**src/rtl/image_eth_pkg.sv**
```systemverilog
// Shared Ethernet/IPv4/UDP constants and FSM state encoding for the sobel image
// UDP sender and receiver.
package image_eth_pkg;

  localparam logic [15:0] ETHERTYPE_IPV4 = 16'h0800;
  localparam logic [7:0]  IP_PROTO_UDP   = 8'd17;
  localparam logic [7:0]  IP_VER_IHL     = 8'h45;

  localparam int ETH_HDR_LEN  = 14;
  localparam int IP_HDR_LEN   = 20;
  localparam int UDP_HDR_LEN  = 8;
  localparam int LINE_NUM_LEN = 2;

  localparam logic [7:0] PREAMBLE_BYTE = 8'h55;
  localparam logic [7:0] SFD_BYTE      = 8'hD5;
  localparam int         PREAMBLE_MAX  = 7;

  typedef enum logic [3:0] {
    ST_IDLE,
    ST_PREAMBLE,
    ST_ETH_HDR,
    ST_IP_HDR,
    ST_UDP_HDR,
    ST_LINE_NUM,
    ST_PAYLOAD,
    ST_TAIL,
    ST_DROP
  } eth_state_t;

  function automatic int max_int(input int a, input int b);
    return (a > b) ? a : b;
  endfunction

endpackage

```
**src/rtl/ip_csum_acc.sv**
```systemverilog
// Byte-serial 16-bit one's-complement accumulator for the IPv4 header checksum.
// sum_ok looks ahead through the current byte so the verdict is ready on the last header byte.
module ip_csum_acc (
  input  logic       clk_eth,
  input  logic       rst_n,
  input  logic       clear,
  input  logic       en,
  input  logic [7:0] data,
  output logic       sum_ok
);

  logic [15:0] acc_reg;
  logic [15:0] acc_next;
  logic        hi_reg;
  logic [15:0] addend;
  logic [16:0] sum_wide;

  // End-around carry cannot overflow twice: a 17-bit carry implies low half <= FFFE.
  always_comb begin
    addend   = hi_reg ? {data, 8'h00} : {8'h00, data};
    sum_wide = {1'b0, acc_reg} + {1'b0, addend};
    acc_next = acc_reg;
    if (en) begin
      acc_next = sum_wide[15:0] + {15'd0, sum_wide[16]};
    end
  end

  assign sum_ok = (acc_next == 16'hFFFF);

  always_ff @(posedge clk_eth or negedge rst_n) begin
    if (!rst_n) begin
      acc_reg <= 16'h0000;
      hi_reg  <= 1'b1;
    end else if (clear) begin
      acc_reg <= 16'h0000;
      hi_reg  <= 1'b1;
    end else if (en) begin
      acc_reg <= acc_next;
      hi_reg  <= ~hi_reg;
    end
  end

endmodule

```
**src/rtl/udp_image_rx.sv**
```systemverilog
// GMII-style Rx parser: filters Ethernet/IPv4/UDP headers and streams one packed binary image
// line per accepted packet. Define IP_CSUM_CHECK_EN to enforce the IPv4 header checksum.
module udp_image_rx
  import image_eth_pkg::*;
#(
  parameter int          IMAGE_WIDTH    = 1280,
  parameter int          IMAGE_HEIGHT   = 720,
  parameter logic [47:0] LOCAL_MAC      = 48'h00_00_00_00_00_00,
  parameter logic [31:0] LOCAL_IP       = 32'hc0_a8_00_02,
  parameter logic [15:0] LOCAL_UDP_PORT = 16'd5000,
  parameter int          DATA_LENGTH    = IMAGE_WIDTH / 8 + 2
) (
  input  logic        clk_eth,
  input  logic        rst_n,
  input  logic        rx_dv,
  input  logic [7:0]  rx_data,
  output logic [7:0]  pix_data,
  output logic        pix_valid,
  output logic [15:0] line_num,
  output logic        line_start,
  output logic        line_end,
  output logic        line_err,
  output logic [15:0] drop_cnt
);

  localparam int          PIX_BYTES   = IMAGE_WIDTH / 8;
  localparam int          CNT_W       = $clog2(max_int(PIX_BYTES, IP_HDR_LEN));
  localparam logic [15:0] UDP_LEN_EXP = 16'(DATA_LENGTH + UDP_HDR_LEN);

  // Byte index (within the current header) completing each filtered field.
  localparam int MAC_LAST_IDX   = 5;
  localparam int IP_VER_IDX     = 0;
  localparam int IP_PROTO_IDX   = 9;
  localparam int UDP_DPORT_LAST = 3;
  localparam int UDP_LEN_LAST   = 5;

  eth_state_t        state_reg, state_next;
  eth_state_t        hdr_after;
  logic [CNT_W-1:0]  cnt_reg, cnt_next;
  logic [2:0]        pre_cnt_reg, pre_cnt_next;
  logic [39:0]       sh_reg;
  logic [15:0]       pend_line_reg, pend_line_next;
  logic [7:0]        pix_data_reg, pix_data_next;
  logic              pix_valid_reg, pix_valid_next;
  logic [15:0]       line_num_reg, line_num_next;
  logic              line_start_reg, line_start_next;
  logic              line_end_reg, line_end_next;
  logic              line_err_reg, line_err_next;
  logic [15:0]       drop_cnt_reg;
  logic              drop_inc;
  logic              hdr_last, hdr_bad, hdr_state;
  logic              csum_ok;
  logic              mac_ok;
  logic [15:0]       f16;
  logic [31:0]       f32;
  logic [47:0]       f48;
  int                idx;

  assign idx    = int'(cnt_reg);
  assign f16    = {sh_reg[7:0], rx_data};
  assign f32    = {sh_reg[23:0], rx_data};
  assign f48    = {sh_reg[39:0], rx_data};
  assign mac_ok = (f48 == LOCAL_MAC) || (f48 == '1);

`ifdef IP_CSUM_CHECK_EN
  ip_csum_acc u_ip_csum_acc (
    .clk_eth (clk_eth),
    .rst_n   (rst_n),
    .clear   (state_reg != ST_IP_HDR),
    .en      ((state_reg == ST_IP_HDR) && rx_dv),
    .data    (rx_data),
    .sum_ok  (csum_ok)
  );
`else
  assign csum_ok = 1'b1;
`endif

  assign hdr_state = (state_reg == ST_ETH_HDR) || (state_reg == ST_IP_HDR) ||
                     (state_reg == ST_UDP_HDR) || (state_reg == ST_LINE_NUM);

  // Per-header field filter, evaluated on the byte that completes each field.
  always_comb begin
    hdr_last  = 1'b0;
    hdr_bad   = 1'b0;
    hdr_after = ST_IDLE;
    case (state_reg)
      ST_ETH_HDR: begin
        hdr_last  = (idx == ETH_HDR_LEN - 1);
        hdr_after = ST_IP_HDR;
        hdr_bad   = ((idx == MAC_LAST_IDX) && !mac_ok) ||
                    (hdr_last && (f16 != ETHERTYPE_IPV4));
      end
      ST_IP_HDR: begin
        hdr_last  = (idx == IP_HDR_LEN - 1);
        hdr_after = ST_UDP_HDR;
        hdr_bad   = ((idx == IP_VER_IDX) && (rx_data != IP_VER_IHL)) ||
                    ((idx == IP_PROTO_IDX) && (rx_data != IP_PROTO_UDP)) ||
                    (hdr_last && ((f32 != LOCAL_IP) || !csum_ok));
      end
      ST_UDP_HDR: begin
        hdr_last  = (idx == UDP_HDR_LEN - 1);
        hdr_after = ST_LINE_NUM;
        hdr_bad   = ((idx == UDP_DPORT_LAST) && (f16 != LOCAL_UDP_PORT)) ||
                    ((idx == UDP_LEN_LAST) && (f16 != UDP_LEN_EXP));
      end
      ST_LINE_NUM: begin
        hdr_last  = (idx == LINE_NUM_LEN - 1);
        hdr_after = ST_PAYLOAD;
        hdr_bad   = hdr_last && (int'(f16) >= IMAGE_HEIGHT);
      end
      default: ;
    endcase
  end

  always_comb begin
    state_next      = state_reg;
    cnt_next        = cnt_reg;
    pre_cnt_next    = pre_cnt_reg;
    pend_line_next  = pend_line_reg;
    line_num_next   = line_num_reg;
    pix_data_next   = 8'h00;
    pix_valid_next  = 1'b0;
    line_start_next = 1'b0;
    line_end_next   = 1'b0;
    line_err_next   = 1'b0;
    drop_inc        = 1'b0;

    if (hdr_state) begin
      if (!rx_dv) begin
        state_next = ST_IDLE;
        drop_inc   = 1'b1;
      end else if (hdr_bad) begin
        state_next = ST_DROP;
        drop_inc   = 1'b1;
      end else if (hdr_last) begin
        state_next = hdr_after;
        cnt_next   = '0;
        if (state_reg == ST_LINE_NUM) begin
          pend_line_next = f16;
        end
      end else begin
        cnt_next = cnt_reg + CNT_W'(1);
      end
    end else begin
      case (state_reg)
        ST_IDLE: begin
          if (rx_dv) begin
            if (rx_data == PREAMBLE_BYTE) begin
              state_next   = ST_PREAMBLE;
              pre_cnt_next = 3'd1;
            end else begin
              state_next = ST_DROP;
            end
          end
        end
        ST_PREAMBLE: begin
          if (!rx_dv) begin
            state_next = ST_IDLE;
          end else if (rx_data == SFD_BYTE) begin
            state_next = ST_ETH_HDR;
            cnt_next   = '0;
          end else if ((rx_data == PREAMBLE_BYTE) && (pre_cnt_reg < 3'(PREAMBLE_MAX))) begin
            pre_cnt_next = pre_cnt_reg + 3'd1;
          end else begin
            state_next = ST_DROP;
          end
        end
        ST_PAYLOAD: begin
          if (!rx_dv) begin
            state_next    = ST_IDLE;
            line_err_next = 1'b1;
          end else begin
            pix_valid_next = 1'b1;
            pix_data_next  = rx_data;
            if (idx == 0) begin
              line_start_next = 1'b1;
              line_num_next   = pend_line_reg;
            end
            if (idx == PIX_BYTES - 1) begin
              line_end_next = 1'b1;
              state_next    = ST_TAIL;
            end else begin
              cnt_next = cnt_reg + CNT_W'(1);
            end
          end
        end
        ST_TAIL, ST_DROP: begin
          if (!rx_dv) begin
            state_next = ST_IDLE;
          end
        end
        default: state_next = ST_IDLE;
      endcase
    end
  end

  always_ff @(posedge clk_eth or negedge rst_n) begin
    if (!rst_n) begin
      state_reg      <= ST_IDLE;
      cnt_reg        <= '0;
      pre_cnt_reg    <= 3'd0;
      sh_reg         <= 40'd0;
      pend_line_reg  <= 16'd0;
      pix_data_reg   <= 8'h00;
      pix_valid_reg  <= 1'b0;
      line_num_reg   <= 16'd0;
      line_start_reg <= 1'b0;
      line_end_reg   <= 1'b0;
      line_err_reg   <= 1'b0;
      drop_cnt_reg   <= 16'd0;
    end else begin
      state_reg      <= state_next;
      cnt_reg        <= cnt_next;
      pre_cnt_reg    <= pre_cnt_next;
      pend_line_reg  <= pend_line_next;
      pix_data_reg   <= pix_data_next;
      pix_valid_reg  <= pix_valid_next;
      line_num_reg   <= line_num_next;
      line_start_reg <= line_start_next;
      line_end_reg   <= line_end_next;
      line_err_reg   <= line_err_next;
      if (rx_dv) begin
        sh_reg <= {sh_reg[31:0], rx_data};
      end
      if (drop_inc && (drop_cnt_reg != 16'hFFFF)) begin
        drop_cnt_reg <= drop_cnt_reg + 16'd1;
      end
    end
  end

  assign pix_data   = pix_data_reg;
  assign pix_valid  = pix_valid_reg;
  assign line_num   = line_num_reg;
  assign line_start = line_start_reg;
  assign line_end   = line_end_reg;
  assign line_err   = line_err_reg;
  assign drop_cnt   = drop_cnt_reg;

endmodule

```
**config.mk**
```make
export PLATFORM = sky130hd
export DESIGN_NAME = udp_image_rx
export DESIGN_NICKNAME = d
export VERILOG_FILES = /design/src/rtl/image_eth_pkg.sv /design/src/rtl/ip_csum_acc.sv /design/src/rtl/udp_image_rx.sv
export SDC_FILE = /design/constraint.sdc
export NUM_CORES = 1
export LEC_CHECK = 0
export ABC_AREA = 1
export BUFFER_PORTS_ARGS = -buffer_cell sky130_fd_sc_hd__buf_4
export CAP_MARGIN = 10
export CORE_MARGIN = 8
export CORE_UTILIZATION = 54
export DETAILED_ROUTE_END_ITERATION = 6
export MAX_ROUTING_LAYER = met4
export PLACE_DENSITY = 0.81
export SETUP_SLACK_MARGIN = 0.1
export SKIP_LAST_GASP = 1
export SYNTH_ARGS = -nofsm -noshare
export SYNTH_HDL_FRONTEND = slang
export SYNTH_SLANG_ARGS = --single-unit
```
**constraint.sdc**
```tcl
create_clock -name clk_eth -period 2.01 [get_ports clk_eth]
set_input_delay 0.201 -clock clk_eth [delete_from_list [all_inputs] [get_ports clk_eth]]
set_output_delay 0.201 -clock clk_eth [all_outputs]
set_load 0.1 [all_outputs]
```
==> results of run 1 <==
stage by stage:
stage	worst slack [ps]	TNS, ps	hold WS (ps)
2_1_floorplan	110	0	-94.6
3_3_place_gp	-52.1	-348	293
3_5_place_dp	-65.3	-1290	291
4_1_cts	20.4	0	62.7
5_1_grt	-253	-5670	99.2
6_report	-103	-1700	96.3
report_power, final:
| part | leakage [nW] | internal (mW) | switching (mW) |
|---|---|---|---|
| Clock | 0.301 | 2.13 | 1.08 |
| Sequential | 1.48 | 2.61 | 0.303 |
| Combinational | 2.25 | 0.633 | 1.64 |
how the worst min path moves through the flow:
stage	start	end	slack, ps	cells after the start
after detailed placement	rst_n	drop_cnt[4]$_DFFE_PN0P_	290	1
final	rx_dv	pix_valid$_DFF_PN0_	100	3
after global routing	rx_dv	pix_valid$_DFF_PN0_	100	3
after CTS	rx_dv	pix_valid$_DFF_PN0_	60	3
after global placement	rst_n	drop_cnt[4]$_DFFE_PN0P_	290	1
after floorplan	rst_n	cnt_reg[0]$_DFFE_PN0P_	-90	0
synthesized netlist by cell type (6+ instances only):
cell type	count
nand2_1	274
dfrtp_1	115
nor2_1	98
inv_1	87
o21ai_0	48
nand3_1	37
o21ai_2	19
xor2_1	18
clkbuf_1	11
nand4_1	8
nor3_1	8
nor2_2	6
cells by family after synthesis:
| group | Yosys count | share of synthesized area (%) |
|---|---|---|
| DFF | 115 | 48.6 |
| adders and majority gates | 5 | 1.06 |
| AOI/OAI and AO/OA | 81 | 8.35 |
| xor gates and xnor gates | 21 | 3.11 |
| buffers and inverters | 109 | 7.67 |
| and+or+nand+nor | 446 | 31.2 |
critical path, delay by kind of cell:
kind / cells / cell delay (ps)
AOI/OAI and AO/OA: 2 / 330
buffers and inverters: 6 / 1190
and+or+nand+nor: 6 / 840
timing repair:
| item | CTS | global route |
|---|---|---|
| hold buffers | 9 | 0 |
| gates resized for setup | 20 | 120 |
| hold endpoints to repair | 72 | 0 |
| endpoints found under the setup margin | 42 | 61 |
| setup buffers | 4 | 9 |
| gates cloned | 1 | 6 |
| pin swaps | 1 | 16 |
final cells by class:
| class | instances | area [um^2] |
|---|---|---|
| Sequential cell | 115 | 2920 |
| Fill cell | 675 | 2590 |
| Clock inverter | 14 | 210 |
| Clock buffer | 18 | 418 |
| Tap cell | 140 | 175 |
| Inverter | 89 | 347 |
| Multi-Input combinational cell | 553 | 3000 |
| Timing Repair Buffer | 117 | 1090 |
per-layer routing:
| layer | vias up | routed length, um | GRT usage [%] |
|---|---|---|---|
| li1 | 2652 | - | - |
| met1 | 2695 | 6770 | 25.7 |
| met2 | 285 | 8630 | 35.5 |
| met3 | 82 | 1150 | 5.69 |
| met4 | 0 | 767 | 11.7 |
| met5 | - | 0 | - |
==> run_results.csv, run 1 <==
group,metric,value,unit
sta,tightest_slew,678,ps
synthesis,synth-edff-count,0,
worst_setup_path,crit_path_frequent_cell,"inv_1",
clocking,clock_sinks,115,
worst_setup_path,critPathSlowestCell,"dlygate4sd3_1",
worst_setup_path,critPathCaptureType,"flop",
clocking,clock_tree.root_cell,"clkbuf_8",
synthesis,synthTopCellsByArea,"dfrtp_1 49%, nand2_1 17%, nor2_1 6.2%",
layout,drive_gt1_share,31.2,%
pwr,power.leakage,4.03,nW
worst_setup_path,r2r_setup_slack,-90,ps
worst_setup_path,rr_worst_depth,17,
sta,fmax,0.473,GHz
global_route,grt_pass1_vias,5386,
detailed_routing,ant_nets,0,
clocking,clk_latency,540,ps
global_route,grt_max_degree,53,
worst_setup_path,critical_path_class,"in -> reg",
sta,hold_violations,0,
place,dp.final_hpwl,9890,um
die,num_io_pins,55,
worst_setup_path,cp_max_fo,6,
die,dieHeight,121,um
synthesis,synth_ff_type,"dfrtp_1",
synthesis,synthCells,777,
sta,setup_viol,30,
die,core.rowCount,38,
place,dp.cells,985,
synthesis,ys_ff_latch,115,
global_route,grt_pass1_wl,25200,um
pwr,peakVddDrop,0.00131,V
clocking,clockBufferDepth,2,
worst_setup_path,rr_endpoint,"state_reg[1]$_DFFE_PN0P_",
layout,largest_reg_flops,40,
die,dieArea,14600,um^2
layout,final_core_util,75.9,%
detailed_routing,drt-initial-drc-count,597,
synthesis,synth.avg_cell_area,7.62,um^2
sta,post-route-period-util,105,%
global_route,grtUsageTotal,22.3,%
layout,nets,909,
clocking,cts_htree_levels,4,
worst_setup_path,worstSetupStartpoint,"rx_data[1]",
detailed_routing,dr_total_vias,5714,
min_path,holdCritPathClass,"in -> reg",
worst_setup_path,arrival,2580,ps
place,io_buffers,54,
layout,final_common_cell,"nand2_1",
die,core_area,10700,um^2
global_route,overflow,0,
global_route,antenna_found_initial,0,
detailed_routing,via_per_inst,5.46,
detailed_routing,post_drt_wl_per_cell,16.6,um
worst_setup_path,r2r_start,"cnt_reg[1]$_DFFE_PN0P_",
layout,final_cells,1046,
sta,final_max_slew_viol_count,0,
detailed_routing,wl,17300,um
pwr,total_power,8.40,mW
pwr,p_per_area,1030,nW/um^2
worst_setup_path,start_kind,"primary input",
die,die_w,121,um
synthesis,synth_cell_types,33,
sta,fin_skew,12.6,ps
layout,final_cell_area,8150,um^2
layout,syn2layout_area_growth,37.8,%
synthesis,netlist_area,5920,um^2
layout,final_cell_mix,"233 x nand2_1, 93 x buf_4, 92 x dfrtp_1",
detailed_routing,dr.pass1.iters,5,
outcome,violations,"negative setup slack",
synthesis,ys_warn_count,0,
synthesis,synth_area_leader_cell,"dfrtp_1",
worst_setup_path,slowest_delay,560,ps
place,place_area,6740,um^2
flow_run,cap_violations,0,
clocking,cts_made_buffers,17,
sta,fin_crit,2110,ps
sta,max_slew_margin,54.8,%
place,gp_congestion,0.905,
synthesis,async_flop_share,100,%
worst_setup_path,crit_end,"cnt_reg[4]$_DFFE_PN0P_",
synthesis,synth-seq-area-share,48.6,%
layout,antenna_cells,0,
clocking,cts_tree,"done",
worst_setup_path,crit_chain,"dlygate4sd3_1, buf_4, inv_1, nand2_1, nor2_1, inv_1, nor3_2, nor2_1, o31ai_2, inv_1, nor2_4, buf_6, nand2_2, o21ai_1",
outcome,status,"complete, but fails checks",
sta,grt_setup_unrepaired,"true",
worst_setup_path,required,2470,ps
detailed_routing,drc,0,
synthesis,syn_nets,793,
die,floorplan.initialDensity,55.1,%
sta,fin_ws,-103,ps
synthesis,yosysTopAreaCellShare,48.6,%
clocking,clkTransAtPathRegs,60,ps
Power figures use the tool's default switching activity.
==> inputs of run 2 (changes only) <==
--- a/config.mk
+++ b/config.mk
@@ -10,6 +10,7 @@
 export CAP_MARGIN = 10
 export CORE_MARGIN = 8
 export CORE_UTILIZATION = 54
+export CTS_BUF_LIST = sky130_fd_sc_hd__clkbuf_16
 export DETAILED_ROUTE_END_ITERATION = 6
 export MAX_ROUTING_LAYER = met4
 export PLACE_DENSITY = 0.81
@@ -17,4 +18,5 @@
 export SKIP_LAST_GASP = 1
 export SYNTH_ARGS = -nofsm -noshare
 export SYNTH_HDL_FRONTEND = slang
+export SYNTH_HIERARCHICAL = 1
 export SYNTH_SLANG_ARGS = --single-unit
==> run_results.csv, run 2 <==
group,metric,value,unit
sta,final_max_slew_viol_count,0,
layout,largest_reg_flops,40,
synthesis,synth-seq-area-share,48.6,%
global_route,grt_pass1_wl,24500,um
worst_setup_path,cp.depth,11,
layout,syn2layout_area_growth,36.5,%
die,num_io_pins,55,
worst_setup_path,critPathSlowestCell,"dfrtp_2",
pwr,total_power,8.46,mW
synthesis,netlist_area,5920,um^2
pwr,power.leakage,4.01,nW
worst_setup_path,critical_path_class,"reg -> reg",
detailed_routing,drc,0,
detailed_routing,post_drt_wl_per_cell,16.5,um
pwr,clkPwrFrac,38.8,%
synthesis,async_flop_share,100,%
synthesis,synth_ff_type,"dfrtp_1",
detailed_routing,ant_nets,0,
layout,final_cell_mix,"235 x nand2_1, 95 x buf_4, 92 x dfrtp_1",
synthesis,ys_ff_latch,115,
pwr,p_per_area,1050,nW/um^2
detailed_routing,dr.pass1.iters,5,
layout,final_common_cell,"nand2_1",
worst_setup_path,worstSetupStartpoint,"cnt_reg[0]$_DFFE_PN0P_",
synthesis,synthCells,777,
layout,antenna_cells,0,
outcome,violations,"negative setup slack",
clocking,cts_tree,"done",
worst_setup_path,required,2360,ps
global_route,grt_max_degree,53,
global_route,antenna_found_initial,0,
pwr,swShare,36.0,%
clocking,clk_latency,430,ps
synthesis,synth_area_leader_cell,"dfrtp_1",
sta,setup_viol,28,
pwr,p_int,5.42,mW
layout,drive_gt1_share,31.1,%
global_route,grtUsageTotal,21.6,%
layout,nets,903,
detailed_routing,via_per_inst,5.51,
worst_setup_path,cp_max_fo,6,
synthesis,synth-edff-count,0,
global_route,grt_pass1_vias,5235,
worst_setup_path,path_buf_inv,3,
worst_setup_path,r2r_start,"cnt_reg[0]$_DFFE_PN0P_",
place,dp.final_hpwl,9890,um
sta,tightest_slew,689,ps
worst_setup_path,r2r_setup_slack,-110,ps
synthesis,synth.avg_cell_area,7.62,um^2
worst_setup_path,slowest_delay,440,ps
worst_setup_path,rr_worst_depth,11,
min_path,holdCritPathClass,"in -> reg",
sta,fmax,0.472,GHz
pwr,power_frac_seq,34.4,%
sta,hold_violations,0,
sta,fin_crit,2120,ps
flow_run,cap_violations,0,
sta,grt_setup_unrepaired,"true",
worst_setup_path,crit_chain,"ha_2, inv_1, nor2_1, nand4_1, nor2_1, o31ai_1, inv_1, nor2_4, buf_6, nand2_2, o21ai_1",
detailed_routing,wl,17200,um
pwr,peakVddDrop,0.00129,V
die,dieHeight,121,um
clocking,clock_sinks,115,
outcome,status,"complete, but fails checks",
place,io_buffers,54,
sta,fin_ws,-109,ps
clocking,clkTransAtPathRegs,50,ps
worst_setup_path,crit_end,"cnt_reg[4]$_DFFE_PN0P_",
detailed_routing,dr_total_vias,5726,
synthesis,yosysTopAreaCellShare,48.6,%
sta,fin_skew,11.3,ps
die,die_w,121,um
place,gp_congestion,0.905,
die,core_area,10700,um^2
worst_setup_path,start_kind,"flop",
die,floorplan.initialDensity,55.1,%
sta,post-route-period-util,105,%
worst_setup_path,crit_family,"simple AND/OR/NAND/NOR gates",
synthesis,ys_top_cells_by_count,"274 x nand2_1, 115 x dfrtp_1, 98 x nor2_1",
synthesis,ys_warn_count,6,
synthesis,yosysMostFrequentCell,"nand2_1",
synthesis,syn_nets,793,
detailed_routing,drt-initial-drc-count,576,
worst_setup_path,rr_endpoint,"cnt_reg[4]$_DFFE_PN0P_",
sta,max_slew_margin,54.1,%
clocking,cts_htree_levels,4,
clocking,clockBufferDepth,2,
worst_setup_path,arrival,2470,ps
pwr,p_sw,3.05,mW
die,core.rowCount,38,
sta,fin_hold_ws,55.8,ps
global_route,overflow,0,
worst_setup_path,critPathCaptureType,"flop",
die,dieArea,14600,um^2
pwr,comb_power_share,26.8,%
synthesis,synthTopCellsByArea,"dfrtp_1 49%, nand2_1 17%, nor2_1 6.2%",
synthesis,synth_cell_types,33,
clocking,clock_tree.root_cell,"clkbuf_16",
clocking,cts_made_buffers,17,
==> run 2: changes by cell type in the layout (fill, tap and decap cells not counted), sizes merged <==
cell | before | now
buf | 103 | 105
dlygate4sd3 | 9 | 1
inv | 90 | 91
clkbuf | 23 | 22
==> run 2: worst min path at each step <==
stage,start,end,depth (start not counted)
final,rx_data[2],sh_reg[2]$_DFFE_PN0P_,3
after global routing,rx_data[2],sh_reg[2]$_DFFE_PN0P_,3
after CTS,rx_data[2],sh_reg[2]$_DFFE_PN0P_,3
after detailed placement,rst_n,drop_cnt[4]$_DFFE_PN0P_,1
after global placement,rst_n,drop_cnt[4]$_DFFE_PN0P_,1
after floorplan,rst_n,cnt_reg[0]$_DFFE_PN0P_,0
==> run 2: area by class of cell <==
class / instances / area [um^2]
fill: 692 / 2670
timing repair buffer: 111 / 1020
inverter: 89 / 347
clock inverter: 15 / 214
multi-input combinational: 553 / 2970
sequential: 115 / 2920
tap: 140 / 175
clock buffer: 17 / 425
==> run 2: repair_timing <==
| item | CTS | global route |
|---|---|---|
| hold buffers | 1 | 0 |
| gates cloned | 1 | 6 |
| pin swaps | 1 | 18 |
| hold endpoints to repair | 50 | 0 |
| setup buffers | 4 | 11 |
| endpoints found under the setup margin | 42 | 61 |
| gates resized for setup | 20 | 114 |
==> run 2: per-stage QoR <==
stage                     worst slack (ps)  instance area (um^2)  cells  setup TNS, ps  utilization (%)
after floorplan                        110                  5960    777              0                -
after global placement               -52.1                  6740    985           -348             62.8
after detailed placement             -65.3                  6740    985          -1290             62.8
after CTS                             20.0                  7510   1023              0             69.9
after global routing                  -209                  8080   1040          -5170             75.2
final                                 -109                  8080   1040          -1590             75.2
==> run 2: worst register-to-register path, cell delays in order (launching register included) <==
cell and delay [ps]:
dfrtp_2 440, ha_2 240, inv_1 60, nor2_1 50, nand4_1 130, nor2_1 80
o31ai_1 360, inv_1 140, nor2_4 220, buf_6 170, nand2_2 60, o21ai_1 90
==> run 2: kinds of logic after synthesis <==
kind of cell	synth area share, %
XOR/XNOR	3.11
adder cells (fa/ha/maj)	1.06
buffers and inverters	7.67
AND/OR/NAND/NOR	31.2
AO/OA/AOI/OAI	8.35
flip-flops	48.6
==> run 2: per-layer routing <==
metal | up-vias | global-route usage [%] | part of all wire, %
li1 | 2647 | - | -
met1 | 2733 | 25.6 | 39
met2 | 276 | 34.2 | 51
met3 | 70 | 5.59 | 6.9
met4 | 0 | 9.68 | 3.4
met5 | - | - | 0
==> run 2: power by group through the flow <==
stage	clock network (mW)	registers [mW]	logic, mW
6_report	3.28	2.91	2.27
5_1_grt	3.43	2.95	2.42
4_1_cts	3.29	2.86	2.04
3_5_place_dp	0	2.89	1.99
3_3_place_gp	0	2.89	1.96
2_1_floorplan	0	3.57	0.759
